## src/rtl/led_info_seq_if.sv

```systemverilog
// -----------------------------------------------------------------------------
// led_info_seq_if
// Control handshake bundle for led_info_seq.
//   start_i : one-cycle request to display one build record
//   sel_i   : record select (0 scripts, 1 top, 2 common, 3 invalid)
//   busy_o  : high while a record is being displayed
//   done_o  : one-cycle pulse when a record completes
//   err_o   : one-cycle pulse when a start request is rejected
// The master modport is the requester; the slave modport is led_info_seq.
// -----------------------------------------------------------------------------
interface led_info_seq_if;
   logic       start_i;
   logic [1:0] sel_i;
   logic       busy_o;
   logic       done_o;
   logic       err_o;

   modport master (
      output start_i,
      output sel_i,
      input  busy_o,
      input  done_o,
      input  err_o
   );

   modport slave (
      input  start_i,
      input  sel_i,
      output busy_o,
      output done_o,
      output err_o
   );
endinterface

```

## src/rtl/led_info_seq.sv

```systemverilog
// -----------------------------------------------------------------------------
// led_info_seq
// Blinks one build record (64-bit git hash + 32-bit timestamp) out on two
// 3-bit LED groups, one frame per rising edge of a slow blink source.
// Frame sequence: header (all on) x HDR_TICKS, 16 hash nibbles MSB first,
// blank x GAP_TICKS, 8 timestamp nibbles MSB first, then a one-cycle finish.
//
// Ports
//   clk100                : sole clock, rising edge
//   rst                   : synchronous active-high reset
//   tick_i                : blink source level; each rising edge is a step
//   git_hash_*_i          : 64-bit build hashes (scripts / top / common)
//   timestamp_*_i         : 32-bit build timestamps (scripts / top / common)
//   led_0                 : {frame, phase, nib[3]}
//   led_1                 : nib[2:0]
//   ctrl                  : start/sel request, busy/done/err status
//
// Optional feature macro: LED_INFO_AUTO_EN
//   When defined, the block starts a record on its own after reset and after
//   every finish, cycling sel 0 -> 1 -> 2 -> 0; start_i is ignored and err_o
//   stays low.
// -----------------------------------------------------------------------------
module led_info_seq #(
   parameter int HDR_TICKS = 2,
   parameter int GAP_TICKS = 1
) (
   input  logic          clk100,
   input  logic          rst,
   input  logic          tick_i,
   input  logic [63:0]   git_hash_scripts_i,
   input  logic [63:0]   git_hash_top_i,
   input  logic [63:0]   git_hash_common_i,
   input  logic [31:0]   timestamp_scripts_i,
   input  logic [31:0]   timestamp_top_i,
   input  logic [31:0]   timestamp_common_i,
   output logic [2:0]    led_0,
   output logic [2:0]    led_1,
   led_info_seq_if.slave ctrl
);

   localparam logic [2:0] LP_HDR_TICKS = 3'(HDR_TICKS);
   localparam logic [2:0] LP_GAP_TICKS = 3'(GAP_TICKS);

   typedef enum logic [2:0] {
      S_IDLE = 3'd0,
      S_HDR  = 3'd1,
      S_HASH = 3'd2,
      S_GAP  = 3'd3,
      S_TS   = 3'd4,
      S_FIN  = 3'd5
   } state_t;

   // State and datapath registers
   state_t      r_state;
   logic        r_tick;
   logic        r_rst_d;
   logic [95:0] r_shift;
   logic [2:0]  r_tick_cnt;
   logic [4:0]  r_nib_cnt;
   logic        r_busy;
   logic        r_done;
   logic        r_err;
   logic [2:0]  r_led_0;
   logic [2:0]  r_led_1;

   // Combinational next values
   state_t      w_state_nxt;
   logic [95:0] w_shift_nxt;
   logic [2:0]  w_tick_cnt_nxt;
   logic [4:0]  w_nib_cnt_nxt;
   logic [2:0]  w_led_0_nxt;
   logic [2:0]  w_led_1_nxt;
   logic        w_busy_nxt;
   logic        w_done_nxt;
   logic        w_err_nxt;
   logic [3:0]  w_nib;
   logic [95:0] w_snap;
   logic        w_step;
   logic        w_start;
   logic [1:0]  w_sel;
   logic        w_launch;

   // The first cycle after reset is masked so an edge already present when
   // reset releases does not count as a step.
   assign w_step   = tick_i & ~r_tick & ~r_rst_d;
   assign w_launch = (r_state == S_IDLE) && w_start && (w_sel != 2'd3);

`ifdef LED_INFO_AUTO_EN
   logic [1:0] r_auto_sel;
   logic       w_unused_ctrl;

   assign w_start       = 1'b1;
   assign w_sel         = r_auto_sel;
   assign w_err_nxt     = 1'b0;
   assign w_unused_ctrl = ^{ctrl.start_i, ctrl.sel_i};

   // Auto-select rotates 0 -> 1 -> 2 -> 0 on every launched record
   always_ff @(posedge clk100) begin
      if (rst) begin
         r_auto_sel <= 2'd0;
      end else if (w_launch) begin
         r_auto_sel <= (r_auto_sel == 2'd2) ? 2'd0 : (r_auto_sel + 2'd1);
      end else begin
         r_auto_sel <= r_auto_sel;
      end
   end
`else
   assign w_start   = ctrl.start_i;
   assign w_sel     = ctrl.sel_i;
   // Rejected when a record is already running or the select is invalid
   assign w_err_nxt = ctrl.start_i && ((r_state != S_IDLE) || (ctrl.sel_i == 2'd3));
`endif

   // Snapshot source: hash in the upper 64 bits so it shifts out first
   always_comb begin
      case (w_sel)
         2'd0:    w_snap = {git_hash_scripts_i, timestamp_scripts_i};
         2'd1:    w_snap = {git_hash_top_i,     timestamp_top_i};
         2'd2:    w_snap = {git_hash_common_i,  timestamp_common_i};
         default: w_snap = 96'd0;
      endcase
   end

   // Next-state and datapath update logic
   always_comb begin
      w_state_nxt    = r_state;
      w_shift_nxt    = r_shift;
      w_tick_cnt_nxt = r_tick_cnt;
      w_nib_cnt_nxt  = r_nib_cnt;
      case (r_state)
         S_IDLE: begin
            if (w_launch) begin
               w_state_nxt    = S_HDR;
               w_shift_nxt    = w_snap;
               w_tick_cnt_nxt = LP_HDR_TICKS;
               w_nib_cnt_nxt  = 5'd0;
            end else begin
               w_state_nxt    = S_IDLE;
            end
         end
         S_HDR: begin
            if (w_step) begin
               if (r_tick_cnt == 3'd1) begin
                  w_state_nxt    = S_HASH;
                  w_tick_cnt_nxt = 3'd0;
               end else begin
                  w_tick_cnt_nxt = r_tick_cnt - 3'd1;
               end
            end else begin
               w_state_nxt = S_HDR;
            end
         end
         S_HASH: begin
            // Every hash step moves the next nibble into the top slot; after
            // 16 shifts the timestamp sits at the top.
            if (w_step) begin
               w_shift_nxt = {r_shift[91:0], 4'h0};
               if (r_nib_cnt == 5'd15) begin
                  w_state_nxt    = S_GAP;
                  w_nib_cnt_nxt  = 5'd0;
                  w_tick_cnt_nxt = LP_GAP_TICKS;
               end else begin
                  w_nib_cnt_nxt  = r_nib_cnt + 5'd1;
               end
            end else begin
               w_state_nxt = S_HASH;
            end
         end
         S_GAP: begin
            if (w_step) begin
               if (r_tick_cnt == 3'd1) begin
                  w_state_nxt    = S_TS;
                  w_tick_cnt_nxt = 3'd0;
               end else begin
                  w_tick_cnt_nxt = r_tick_cnt - 3'd1;
               end
            end else begin
               w_state_nxt = S_GAP;
            end
         end
         S_TS: begin
            if (w_step) begin
               w_shift_nxt = {r_shift[91:0], 4'h0};
               if (r_nib_cnt == 5'd7) begin
                  w_state_nxt   = S_FIN;
                  w_nib_cnt_nxt = 5'd0;
               end else begin
                  w_nib_cnt_nxt = r_nib_cnt + 5'd1;
               end
            end else begin
               w_state_nxt = S_TS;
            end
         end
         S_FIN: begin
            w_state_nxt    = S_IDLE;
            w_shift_nxt    = 96'd0;
            w_tick_cnt_nxt = 3'd0;
            w_nib_cnt_nxt  = 5'd0;
         end
         default: begin
            w_state_nxt    = S_IDLE;
            w_shift_nxt    = 96'd0;
            w_tick_cnt_nxt = 3'd0;
            w_nib_cnt_nxt  = 5'd0;
         end
      endcase
   end

   // Output decode from the next state so the LEDs change on the same edge
   // as the state they describe
   always_comb begin
      w_nib       = w_shift_nxt[95:92];
      w_led_0_nxt = 3'd0;
      w_led_1_nxt = 3'd0;
      case (w_state_nxt)
         S_HDR: begin
            w_led_0_nxt = 3'b111;
            w_led_1_nxt = 3'b111;
         end
         S_HASH: begin
            w_led_0_nxt = {1'b1, 1'b0, w_nib[3]};
            w_led_1_nxt = w_nib[2:0];
         end
         S_TS: begin
            w_led_0_nxt = {1'b1, 1'b1, w_nib[3]};
            w_led_1_nxt = w_nib[2:0];
         end
         default: begin
            w_led_0_nxt = 3'd0;
            w_led_1_nxt = 3'd0;
         end
      endcase
      w_busy_nxt = (w_state_nxt != S_IDLE);
      w_done_nxt = (w_state_nxt == S_FIN);
   end

   // State, datapath and registered output update
   always_ff @(posedge clk100) begin
      if (rst) begin
         r_state    <= S_IDLE;
         r_tick     <= 1'b0;
         r_rst_d    <= 1'b1;
         r_shift    <= 96'd0;
         r_tick_cnt <= 3'd0;
         r_nib_cnt  <= 5'd0;
         r_busy     <= 1'b0;
         r_done     <= 1'b0;
         r_err      <= 1'b0;
         r_led_0    <= 3'd0;
         r_led_1    <= 3'd0;
      end else begin
         r_state    <= w_state_nxt;
         r_tick     <= tick_i;
         r_rst_d    <= 1'b0;
         r_shift    <= w_shift_nxt;
         r_tick_cnt <= w_tick_cnt_nxt;
         r_nib_cnt  <= w_nib_cnt_nxt;
         r_busy     <= w_busy_nxt;
         r_done     <= w_done_nxt;
         r_err      <= w_err_nxt;
         r_led_0    <= w_led_0_nxt;
         r_led_1    <= w_led_1_nxt;
      end
   end

   assign led_0       = r_led_0;
   assign led_1       = r_led_1;
   assign ctrl.busy_o = r_busy;
   assign ctrl.done_o = r_done;
   assign ctrl.err_o  = r_err;

endmodule

```

## src/flat_wrapper.sv

```systemverilog
// flat-port wrapper written by rule: the top's interface ports become plain ports
module led_info_seq_flat 
#(
   parameter int HDR_TICKS = 2,
   parameter int GAP_TICKS = 1
)
  (clk100, rst, tick_i, git_hash_scripts_i, git_hash_top_i, git_hash_common_i, timestamp_scripts_i, timestamp_top_i, timestamp_common_i, led_0, led_1, ctrl_start_i, ctrl_sel_i, ctrl_busy_o, ctrl_done_o, ctrl_err_o);
  led_info_seq_if ctrl_i ();
  input  logic clk100;
  input  logic rst;
  input  logic tick_i;
  input  logic [63:0] git_hash_scripts_i;
  input  logic [63:0] git_hash_top_i;
  input  logic [63:0] git_hash_common_i;
  input  logic [31:0] timestamp_scripts_i;
  input  logic [31:0] timestamp_top_i;
  input  logic [31:0] timestamp_common_i;
  output logic [2:0] led_0;
  output logic [2:0] led_1;
  input wire logic [$bits(ctrl_i.start_i)-1:0] ctrl_start_i;
  input wire logic [$bits(ctrl_i.sel_i)-1:0] ctrl_sel_i;
  output wire logic [$bits(ctrl_i.busy_o)-1:0] ctrl_busy_o;
  output wire logic [$bits(ctrl_i.done_o)-1:0] ctrl_done_o;
  output wire logic [$bits(ctrl_i.err_o)-1:0] ctrl_err_o;
  assign ctrl_i.start_i = ctrl_start_i;
  assign ctrl_i.sel_i = ctrl_sel_i;
  assign ctrl_busy_o = ctrl_i.busy_o;
  assign ctrl_done_o = ctrl_i.done_o;
  assign ctrl_err_o = ctrl_i.err_o;
  led_info_seq #(.HDR_TICKS(HDR_TICKS), .GAP_TICKS(GAP_TICKS)) u_core (.clk100(clk100), .rst(rst), .tick_i(tick_i), .git_hash_scripts_i(git_hash_scripts_i), .git_hash_top_i(git_hash_top_i), .git_hash_common_i(git_hash_common_i), .timestamp_scripts_i(timestamp_scripts_i), .timestamp_top_i(timestamp_top_i), .timestamp_common_i(timestamp_common_i), .led_0(led_0), .led_1(led_1), .ctrl(ctrl_i));
endmodule
```

## config.mk

```make
export PLATFORM = sky130hd
export DESIGN_NAME = led_info_seq_flat
export DESIGN_NICKNAME = d
export VERILOG_FILES = /design/src/rtl/led_info_seq_if.sv /design/src/rtl/led_info_seq.sv /design/src/flat_wrapper.sv
export SDC_FILE = /design/constraint.sdc
export NUM_CORES = 1
export LEC_CHECK = 0
export CAP_MARGIN = 0
export CORE_MARGIN = 1.5
export CORE_UTILIZATION = 35
export DETAILED_ROUTE_END_ITERATION = 10
export GPL_TIMING_DRIVEN = 0
export PLACE_DENSITY_LB_ADDON = 0.3
export SYNTH_ARGS = -nofsm -noshare
export SYNTH_HDL_FRONTEND = slang
export SYNTH_SLANG_ARGS = --single-unit
export TNS_END_PERCENT = 10
```

## constraint.sdc

```tcl
create_clock -name clk100 -period 2.05 [get_ports clk100]
set_input_delay 0.205 -clock clk100 [delete_from_list [all_inputs] [get_ports clk100]]
set_output_delay 0.205 -clock clk100 [all_outputs]
set_load 0.02 [all_outputs]
```

## After elaboration in Yosys (flattened, before gate mapping)

Cells that the tools add are included.

| word-level totals | value |
|---|---|
| bits of input ports | 294 |
| bits in registers | 118 |
| output and inout port bits | 9 |

| cells by class | value |
|---|---|
| multiplexer cells | 29 |
| reductions and logical operators | 14 |
| add/sub/neg operators | 2 |
| bitwise gates (word level) | 6 |
| equal/unequal tests | 21 |

Operator list:

| kind | number |
|---|---|
| case mux 96 bit (3 select lines) | 2 |
| 2-to-1 mux 96 bit | 2 |
| 2-to-1 mux 3 bit | 13 |
| 2-to-1 mux 5 bit | 5 |
| case mux 5 bit (4 select lines) | 1 |
| case mux 3 bit (5 select lines) | 1 |
| inequality test 2 x 1 -> 1 bit, second input constant | 6 |
| case mux 3 bit (4 select lines) | 1 |
| equality test 3 x 1 -> 1 bit, second input constant | 3 |
| equality test 3 x 2 -> 1 bit, second input constant | 3 |
| equality test 3 bit, second input constant | 3 |
| case mux 3 bit (3 select lines) | 1 |
| case mux 3 bit (2 select lines) | 1 |
| nonzero test 3 bit | 2 |
| OR reduction 2 bit | 3 |
| adder 5 x 1 -> 5 bit, second input constant | 1 |
| equality test 5 x 3 -> 1 bit, second input constant | 1 |
| equality test 5 x 4 -> 1 bit, second input constant | 1 |
| AND reduction 5 bit | 1 |
| equality test 2 bit, second input constant | 2 |
| NOT 1 bit | 4 |
| AND reduction 4 bit | 1 |
| logical AND 1 bit | 3 |
| zero test 3 bit | 1 |
| other kinds (8) | 10 |

## Depth between registers and ports, before layout

Gate-level depths: netlist (run 1).

| depth | value |
|---|---|
| depth after elaboration | 8 |
| depth in mapped cells | 9 |

## Least setup slack after synthesis (run 1)

OpenSTA, ideal clock, no wires.

| timing path | value |
|---|---|
| kind | reg2reg |
| start | reg u_core.r_nib_cnt[0] |
| end | reg u_core.r_nib_cnt[3] |
| data arrival time | 1.943 ns |
| slack | 0.036 ns |
| setup time | 0.070 ns |
| buffers on the path | 0 |
| cell stages (with the launch flop) | 10 |
| path through | dfxtp_1 > ha_1 > nand3_1 > inv_1 > ha_1 > nor3b_1 > a21oi_1 > or2_0 > or4_1 > a21oi_1 |

| between the ends | value |
|---|---|
| cells in the longest elaborated chain, start to end | 4 |
| elaborated cells between the ends (all ways) | 8 |

Ends and longest elaborated chain:

| element | RTL line | text |
|---|---|---|
| start, declared | led_info_seq.sv:59 | `logic [4:0] r_nib_cnt;` |
| start signal, assigned | led_info_seq.sv:257 | `r_nib_cnt <= w_nib_cnt_nxt;` |
| adder 5 x 1 -> 5 bit (tied with other cells) | led_info_seq.sv:163, led_info_seq.sv:188 |  |
| 2-to-1 mux 5 bit (on tied branches) | led_info_seq.sv:184, led_info_seq.sv:158 |  |
| 2-to-1 mux 5 bit (on tied branches) | led_info_seq.sv:182, led_info_seq.sv:156 |  |
| case mux 5 bit (4 select lines) (*) | led_info_seq.sv:130 | `case (r_state)` |

Every way passes the cells marked *; elsewhere a longest branch is shown, timed or not. The select of a mux whose other input is x is not followed.
A chain may end at the register's enable or synchronous reset.

## Worst setup path in the final report (run 1)

| timing path | value |
|---|---|
| start | reg u_core.r_nib_cnt[0] |
| end | reg u_core.r_nib_cnt[1] |

Same word-level chain as after synthesis.

==> impl_metrics.yaml, run 1 <==
drt:
  drtIter0Drc: 920
  wire_per_inst_um: 17.8
  first_pass_iters: 9
  viasPerCell: 5.52
  ant_nets: 0
  wl_um: 24400
  drc: 0
  vias: 7578
global_route:
  grt_first_pass_wirelength_um: 37200
  grt_pass1_vias: 7153
  overflow: 0
  antenna_found_initial: 0
  grt_max_degree: 17
  grt_use_total: 0.239
yosys:
  synth_top_area_cell: "dfxtp_1"
  synthArstFlopShare: 0
  syn_inst: 801
  synth.most_common_cell: "dfxtp_1"
  avgSynthCellArea_um2: 8.30
  yosysUniqueCellTypes: 50
  synth_top_area_frac: 0.355
  synth_seq_cells: 118
  ys_seq_area_frac: 0.355
  synth_fp_nets: 1100
  synth_ff_type: "dfxtp_1"
  synth_common_cells: "dfxtp_1 (118), nor2_1 (106), nand2_1 (101), o21ai_0 (101), mux2i_1 (98)"
  synth-edff-count: 0
  syn_area_um2: 6650
  ys_warn_count: 0
  synthTopCellsByArea: "dfxtp_1 (36%), mux2i_1 (15%), a222oi_1 (13%)"
sta:
  finalSetupTns_ns: 0
  fin_skew_ns: 0.0112
  period_share: 0.994
  slew-limit-headroom: 0.321
  min_period_ns: 2.04
  tightest_slew_ns: 1.02
  max_clock_freq_mhz: 491
  slew_viol_final: 0
  hold_viol_final: 0
  setup_slack_ns: 0.0125
  whs_ns: 0.280
  rsz0062_at_grt: "yes"
  finalSetupViolations: 0
layout:
  n_antenna_cell: 0
  nets: 1425
  fillCellCount: 1694
  final_cells: 1373
  fin_util: 0.579
  register_area_um2: 2370
  multi_input_area_um2: 3960
  drive_gt1_frac: 0.100
  area_growth_syn_to_layout_pct: 62.2
cts:
  clk_latency_ns: 0.42
  numCtsBuffers: 17
  cts_tree: "yes"
  htreeDepth: 4
  cts_hold_buf: 0
  clockBufferDepth: 2
  clkTransAtPathRegs_ns: 0.05
  clock-sinks: 118
  root_buffer: "clkbuf_16"
setup_path:
  slowest_stage: "dfxtp_4"
  setup.worst_path.end_class: "flop"
  critPathArrivalTime_ns: 2.38
  crit_path_max_fanout: 4
  startpoint_type: "flop"
  max_stage_delay_ns: 0.36
  required_ns: 2.39
  crit_chain: "ha_4 -> nand3_4 -> inv_2 -> ha_4 -> nor3b_4 -> a21oi_2 -> or2_1 -> buf_4 -> or3_4 -> a21oi_2"
  crit_type: "reg -> reg"
power:
  powerDensity_nw_per_um2: 675
  ir_drop_mv: 0.555
  power_leakage_uw: 0.00420
flow_run:
  maxCapViolCount: 0
die:
  fp.dieH_um: 141
  ios: 303
  fp.dieArea_um2: 19800
  initial_utilization: 0.357
  die-width_um: 141
  core_area_um2: 18600
  rows: 50
place:
  place_congestion: 0.889
  port_buffers: 300
  place_ws_ns: -0.532
  dp_hpwl_um: 18600
  placedCellCount: 1335
status:
  status: "completed"
hold_path:
  hold_class: "in -> reg"
## cell usage in the layout (no fill, tap or decap), types with 15 or more instances in the layout
cell type        instances
dfxtp_1                115
mux2i_1                 98
a222oi_1                88
nand2_1                101
nor2_1                 106
clkdlybuf4s50_1        300
a21oi_1                 15
buf_2                   29
o21ai_0                 99
clkbuf_1                33
clkbuf_16               17
## cell type report
type	count	area share
Clock buffer	20	0.0423
Tap cell	234	0.0271
Timing Repair Buffer	306	0.282
Buffer	83	0.0392
Clock inverter	12	0.0186
Multi-Input combinational cell	590	0.367
Inverter	10	0.00348
Sequential cell	118	0.220
## logic make-up after synthesis
logic type	count (synthesis)	share of synthesized area
AOI/OAI and AO/OA	238	0.261
and+or+nand+nor	247	0.160
adders and majority gates	5	0.00941
DFF	118	0.355
xor gates and xnor gates	2	0.00263
muxes	98	0.147
buffers and inverters	93	0.0641
## path summary, 6_finish.rpt
path                                      from                           endpoint  slack (ns)  depth (start not counted)
max           u_core.r_nib_cnt[0]$_SDFFE_PP0P_   u_core.r_nib_cnt[1]$_SDFFE_PP0P_        0.01                         10
min                                        rst             u_core.r_rst_d$_DFF_P_        0.28                          1
min reg2reg  u_core.r_tick_cnt[0]$_SDFFE_PP0P_  u_core.r_tick_cnt[0]$_SDFFE_PP0P_        0.49                          2
max reg2reg   u_core.r_nib_cnt[0]$_SDFFE_PP0P_   u_core.r_nib_cnt[1]$_SDFFE_PP0P_        0.01                         10
## flip-flops by register name (all words and copies together), names as in the netlist, 3 cells and up
signal	flops
u_core.led_0	3
u_core.led_1	3
u_core.r_nib_cnt	5
u_core.r_shift	96
u_core.r_state	3
u_core.r_tick_cnt	3
## stage by stage
| stage | power [uW] | cell area (um^2) |
|---|---|---|
| after floorplan | 3200 | 6650 |
| after global placement | 4010 | 9950 |
| after detailed placement | 4020 | 9950 |
| final | 7280 | 10800 |
| after CTS | 7300 | 10600 |
| after global routing | 7560 | 10800 |
## critical path, delay by kind of cell, from the launching register on
| family | cells | cell delay (ns) |
|---|---|---|
| buffers and inverters | 2 | 0.19 |
| adders and majority gates | 2 | 0.33 |
| and+or+nand+nor | 4 | 0.90 |
| DFF | 1 | 0.36 |
| AOI/OAI and AO/OA | 2 | 0.18 |
## repair_timing
item	CTS	global route
pin swaps	1	8
setup buffers	3	3
endpoints found under the setup margin	85	97
gates resized for setup	9	44
## power breakdown
| part | switching, uW | leakage, uW | internal, uW | total (uW) |
|---|---|---|---|---|
| registers | 76.8 | 0.000965 | 2420 | 2500 |
| logic | 641 | 0.00292 | 857 | 1500 |
| clock network | 1060 | 0.000312 | 2220 | 3280 |
## routing by layer
| metal | vias to the layer above | track usage | part of all wire |
|---|---|---|---|
| li1 | 3678 | - | - |
| met1 | 3533 | 0.309 | 0.43 |
| met2 | 338 | 0.409 | 0.49 |
| met3 | 29 | 0.0448 | 0.064 |
| met4 | 0 | 0.0663 | 0.017 |
| met5 | - | 0 | 0 |
Power figures use the tool's default switching activity.
==> run 2, diff against run 1 <==
- CAP_MARGIN: 0 -> default
==> results of run 2 <==
Same layout as run 1: the final DEF is identical, and so are final timing and power.
